===== src/rtl/output_buffer.sv =====
// DEPTH-entry FIFO between the shared data bus and the display, using a valid/ack handshake.
// When the FIFO is empty, display holds the last accepted value. Define OUTBUF_OVF_EN to add the sticky ovf flag.
module output_buffer #(
    parameter int WIDTH = 8,
    parameter int DEPTH = 4
) (
    input  logic                       clk,
    input  logic                       clr_n,
    input  logic                       clr,
    input  logic                       wa,
    input  logic [WIDTH-1:0]           busin,
    input  logic                       out_ack,
    output logic [WIDTH-1:0]           display,
    output logic                       out_valid,
    output logic                       full,
    output logic                       empty,
    output logic [$clog2(DEPTH+1)-1:0] count
`ifdef OUTBUF_OVF_EN
    ,
    output logic                       ovf
`endif
);

    localparam int AW = $clog2(DEPTH);
    localparam int CW = $clog2(DEPTH+1);

    logic [WIDTH-1:0] mem [DEPTH];
    logic [AW-1:0]    wr_ptr;
    logic [AW-1:0]    rd_ptr;
    logic [CW-1:0]    occ;
    logic [WIDTH-1:0] last_value;

    logic             push;
    logic             pop;
    logic [CW-1:0]    occ_nxt;

    assign out_valid = (occ != '0);
    assign empty     = (occ == '0);
    assign full      = (occ == CW'(DEPTH));
    assign count     = occ;
    assign display   = out_valid ? mem[rd_ptr] : last_value;

    // When the FIFO is full, a write is accepted only if a pop frees a slot in the same cycle.
    always_comb begin
        pop     = out_valid && out_ack;
        push    = wa && (!full || pop);
        occ_nxt = occ;
        if (push && !pop)
            occ_nxt = occ + CW'(1);
        else if (pop && !push)
            occ_nxt = occ - CW'(1);
    end

    always_ff @(posedge clk) begin
        if (clr_n && !clr && push)
            mem[wr_ptr] <= busin;
    end

    always_ff @(posedge clk or negedge clr_n) begin
        if (!clr_n) begin
            wr_ptr     <= '0;
            rd_ptr     <= '0;
            occ        <= '0;
            last_value <= '0;
        end else if (clr) begin
            wr_ptr     <= '0;
            rd_ptr     <= '0;
            occ        <= '0;
            last_value <= '0;
        end else begin
            occ <= occ_nxt;
            if (push)
                wr_ptr <= wr_ptr + AW'(1);
            if (pop) begin
                rd_ptr     <= rd_ptr + AW'(1);
                last_value <= mem[rd_ptr];
            end
        end
    end

`ifdef OUTBUF_OVF_EN
    always_ff @(posedge clk or negedge clr_n) begin
        if (!clr_n)
            ovf <= 1'b0;
        else if (clr)
            ovf <= 1'b0;
        else if (wa && full && !pop)
            ovf <= 1'b1;
    end
`endif

endmodule


===== config.mk =====
export PLATFORM = sky130hd
export DESIGN_NAME = output_buffer
export DESIGN_NICKNAME = d
export VERILOG_FILES = /design/src/rtl/output_buffer.sv
export SDC_FILE = /design/constraint.sdc
export NUM_CORES = 1
export LEC_CHECK = 0
export BUFFER_PORTS_ARGS = -buffer_cell sky130_fd_sc_hd__buf_2
export CAP_MARGIN = 40
export CORE_MARGIN = 2
export CORE_UTILIZATION = 45
export CTS_BUF_LIST = sky130_fd_sc_hd__clkbuf_8
export CTS_CLUSTER_SIZE = 14
export DETAILED_ROUTE_END_ITERATION = 8
export HOLD_SLACK_MARGIN = 0.08
export PLACE_DENSITY_LB_ADDON = 0.05
export SETUP_SLACK_MARGIN = 0.15
export SLEW_MARGIN = 20
export SYNTH_ARGS = -nofsm -noshare
export SYNTH_HDL_FRONTEND = slang
export SYNTH_SLANG_ARGS = --single-unit

===== constraint.sdc =====
create_clock -name clk -period 3.1 [get_ports clk]
set_clock_uncertainty 0.1 [all_clocks]
set_input_delay 0.155 -clock clk [delete_from_list [all_inputs] [get_ports clk]]
set_output_delay 0.155 -clock clk [all_outputs]
set_load 0.05 [all_outputs]

# Word-level counts from Yosys, hierarchy flattened

Memories as Yosys holds them, arrays and structs flattened.
Index checks and enable logic that the tools add are counted.

Memories: 1
Memory bits (writable): 32
Output and inout bits: 14
Bits in registers: 15

Reduce and logical (&&, ||, !) cells: 16
Mux-type cells: 12
Add/subtract/negate cells: 4
Equality and inequality tests: 1

Memories:

| memory | depth | width | read ports | clocked after memory_dff | wr ports | line | text |
|---|---|---|---|---|---|---|---|
| mem    | 4     | 8     | 1          | 0                        | 1        | 27   | `logic [WIDTH-1:0] mem [DEPTH];` |

Operators with widths:

| cell                | number |
|---|---|
| $mux 8              | 3 |
| $mux 3              | 3 |
| $mux 2              | 4 |
| $logic_and 1x1->1   | 6 |
| $reduce_bool 3->1   | 2 |
| $add 2x1->2 const B | 2 |
| $logic_not 1->1     | 4 |
| $reduce_bool 2->1   | 2 |
| $add 3x1->3 const B | 1 |
| $eq 3x3->1 const B  | 1 |
| $logic_not 3->1     | 1 |
| $sub 3x1->3 const B | 1 |
| $mux 1              | 2 |
| $logic_or 1x1->1    | 1 |

# Logic depth before layout (Yosys ltp)

Word-level depth: 9
Depth in mapped cells: 8

# Worst setup path after synthesis

No wires, ideal clock.

Path kind: flip-flop to flip-flop
Start: register occ[1], in the netlist count[1]
End: register occ[2], in the netlist count[2]
Path slack: 0.468 ns
Clock period less this slack: 2.632 ns
Data arrival time: 2.397 ns
Path buffers: 1
Cell stages (with the launch flop): 9
Setup time: 0.135 ns
Required time: 2.865 ns
Cells stage by stage: dfrtp_1 buf_6 nor2_2 and2_1 nor3_1 fa_1 nor2b_1 mux2i_1 a31oi_1

Word-level cells in the longest chain between the ends: 7

Ends and longest elaborated chain:

| what                                                        | line   | text |
|---|---|---|
| from (decl)                                                 | 30     | `logic [CW-1:0] occ;` |
| from (signal assigned)                                      | 71     | `occ <= occ_nxt;` |
| $eq 3x3->1 *                                                | 39     | `assign full = (occ == CW'(DEPTH));` |
| named net full                                              | 15     | `output logic full,` |
| $logic_not 1->1 *                                           | 46     | `push = wa && (!full \|\| pop);` |
| $logic_or 1x1->1 *                                          | 46     |  |
| $logic_and 1x1->1 *                                         | 46     |  |
| $logic_and 1x1->1 / $logic_not 1->1 (equally long branches) | 48, 50 |  |
| $mux 3 / $logic_and 1x1->1 (equally long branches)          | 48, 50 |  |
| $mux 3 / $reduce_bool 3->1 (equally long branches)          | n/a    |  |

Mark *: on every way through the listed nets, which the timed path passes. The rest lies on a longest branch. The select of a mux whose other input is x is not followed.
A chain may end at the register's enable or synchronous reset.

# Worst setup path after layout

Start: register rd_ptr[0]
End: output port display[5]

Word-level cells in the longest chain between the ends: 2

Ends and longest elaborated chain:

| what                   | line | text |
|---|---|---|
| from (decl)            | 29   | `logic [AW-1:0] rd_ptr;` |
| from (signal assigned) | 75   | `rd_ptr <= rd_ptr + AW'(1);` |
| $mem_v2 4x8            | n/a  |  |
| $mux 8                 | 41   | `assign display = out_valid ? mem[rd_ptr] : last_value;` |
| to (decl)              | 13   | `output logic [WIDTH-1:0] display,` |

Every way passes these cells.

==> impl_metrics.toml <==
[sta]
setup_tns_ns = 0
slew_headroom_pct = 63.52
setup_violations = 0
max_freq_ghz = 0.4300
rsz0062_at_grt = "false"
fin_crit_ns = 2.326
holdWs_ns = 0.1614
finalHoldViolCount = 0
report.final.slew_viol_count = 0
setup_slack_ns = 0.7742
finalCritPeriodShare_pct = 75.03
worst_pin_slew_ns = 0.5471

[hold_path]
hold_depth = 2
min_to = "rd_ptr[0]"
hold_start = "clr"
hp-class = "in2reg"

[drt]
drtAntennaViolNets = 0
drc = 0
drt_iter0_drc = 87
wl_um = 3955
via_count = 1250
viasPerCell = 5.230
first_pass_iters = 4
wl_per_cell_um = 16.55

[clock_tree]
cts_resized = 0
path_clk_slew_ns = 0.08
cts_root_buf = "clkbuf_8"
cts_sinks = 47
cts_buffers = 5
cts_buffer_depth = 2
postCtsSetupBuffers = 0
h-tree-depth = 2
insertion_delay_ns = 0.29
cts_tree = "built"

[grt]
grt_pass1_wl_um = 6410
grt.total_usage_pct = 16.47
gr-total-overflow = 0
antenna_found_initial = 0
grt_max_degree = 21
grt_pass1_vias = 1212

[yosys]
synth_cells = 150
synth_compound_area_share_pct = 5.977
synth_edf_count = 32
yosysTopAreaCell = "edfxtp_1"
yosys-top-cells-count = "edfxtp_1, nand2_1, dfrtp_1"
dominantRegCellSynth = "edfxtp_1"
ys_ff_latch = 47
synth_nets = 168
synthSimpleGateAreaFrac_pct = 9.368
synth_top_family_by_area = "multiplexers"
syn_area_mm2 = 0.002177
post_synth_num_cell_types = 35
async_flop_share_pct = 31.91
synth_area_per_cell_um2 = 14.51
yosys.cell_count.top_type = "edfxtp_1"
yosysWarnings = 0
synthAdderAreaFrac_pct = 3.218
synth_xor_area_share_pct = 0.8046
ys_seq_area_share_pct = 61.38
netlist_top_cells_area = "edfxtp_1, dfrtp_1, mux4_2"
synth_mux_area_share_pct = 14.89
yosysTopAreaCellShare_pct = 44.14

[setup_path]
arrival_ns = 2.07
worst-setup-path-type = "reg2out"
rr_worst_depth = 7
r2r-end = "count[2]"
max_stage_delay_ns = 0.69
crit_fanout = 10
critPathLaunchType = "flop"
crit_slowest_cell = "dfrtp_1"
crit_chain = "mux4_2 > mux2_2 > buf_2"
r2r_setup_slack_ns = 0.88
worst_ep_required_time_ns = 2.84
reg2reg_from = "count[0]"
cp-end-kind = "output port"

[layout]
final_util_pct = 53.71
layout-drive-gt1-share_pct = 30.81
fin_nets = 202
syn_to_final_growth_pct = 15.75
antenna_cells = 0

[placed_design]
gp_congestion = 0.8097
port_buffers = 26
dp_slack_ns = 0.8975
dpl.hpwl_um = 2804

[floorplanning]
placementRows = 25
start_util_pct = 46.40
core_area_mm2 = 0.004692
die_area_mm2 = 0.005410
io_pins = 27
die_y_um = 73.56
die_w_um = 73.56

[status]
run_status = "completed"

[job]
drv_cap = 0

[pwr]
peakVddDrop_mv = 0.4036
power_density_mw_per_mm2 = 910.0
power_leakage_nw = 0.9855
-- worst max-delay path by stage --
stage,from,end,cells past startpoint
finish,rd_ptr[0],display[5],3
global route,rd_ptr[0],display[5],3
CTS,rd_ptr[0],display[2],3
detailed placement,count[0],count[2],7
global placement,count[0],count[2],7
floorplan,count[1],count[2],8
-- power by group --
group	leakage, nW	switching [mW]	internal [mW]
Clock	0.0581	0.201	0.240
Sequential	0.491	0.109	0.732
Combinational	0.436	0.667	0.344
Total	0.985	0.977	1.32
-- cell type report --
class                      count  area, um^2
tap                           54       67.56
fill                         385        2172
clock inverter                 3       43.79
sequential                    47        1336
timing repair buffer          36       227.7
inverter                       8       30.03
clock buffer                   5       68.82
multi-input combinational     86       745.7
-- logic make-up after synthesis --
kind of cell | Yosys count
compound gates | 17
xor+xnor | 2
fa+ha+maj | 5
buf+inv | 17
flops | 47
mux | 21
simple gates | 41
-- registers in the layout, indices dropped and copies added, names as in the netlist --
signal and flops:
count 3, last_value 8, mem 32, rd_ptr 2, wr_ptr 2
-- stage by stage --
stage	power (mW)	instance area, um^2	std cells
finish	2.293	2520	239
global route	2.420	2520	239
CTS	2.323	2520	239
detailed placement	1.866	2317	222
global placement	1.845	2317	222
floorplan	1.705	2177	150
-- layer usage --
layer | up-vias | global-route usage, % | wire length (um)
met5 | - | 0 | 0
met4 | 0 | 4.040 | 38
met3 | 4 | 5.624 | 225
met2 | 37 | 22.32 | 1676
met1 | 599 | 25.46 | 2015
li1 | 610 | - | -
-- worst max-delay path, delay by kind of cell (launching register included) --
family	cells	cell delay (ns)
buffers and inverters	1	0.21
DFF	1	0.69
muxes	2	0.87
-- what timing repair did --
item | in CTS | in global routing
endpoints found under the hold margin | 47 | 0
hold buffers | 9 | 0
endpoints found under the setup margin | 0 | 0
-- cell usage in the layout (no fill, tap or decap), drive strengths merged --
cell	instances
and2	1
o21ai	1
nor3	2
or4	1
nor2b	3
edfxtp	32
inv	8
mux2	11
or3	1
bufinv	1
dfrtp	15
a221oi	1
o31a	1
a31oi	2
ha	4
a21oi	9
o31ai	1
nand2b	3
clkbuf	5
clkinv	2
mux4	8
o21a	1
and3	4
nor2	10
a32oi	1
mux2i	2
dlygate4sd3	9
fa	1
nand2	16
xnor2	2
buf	27
Power figures use the tool's default switching activity.
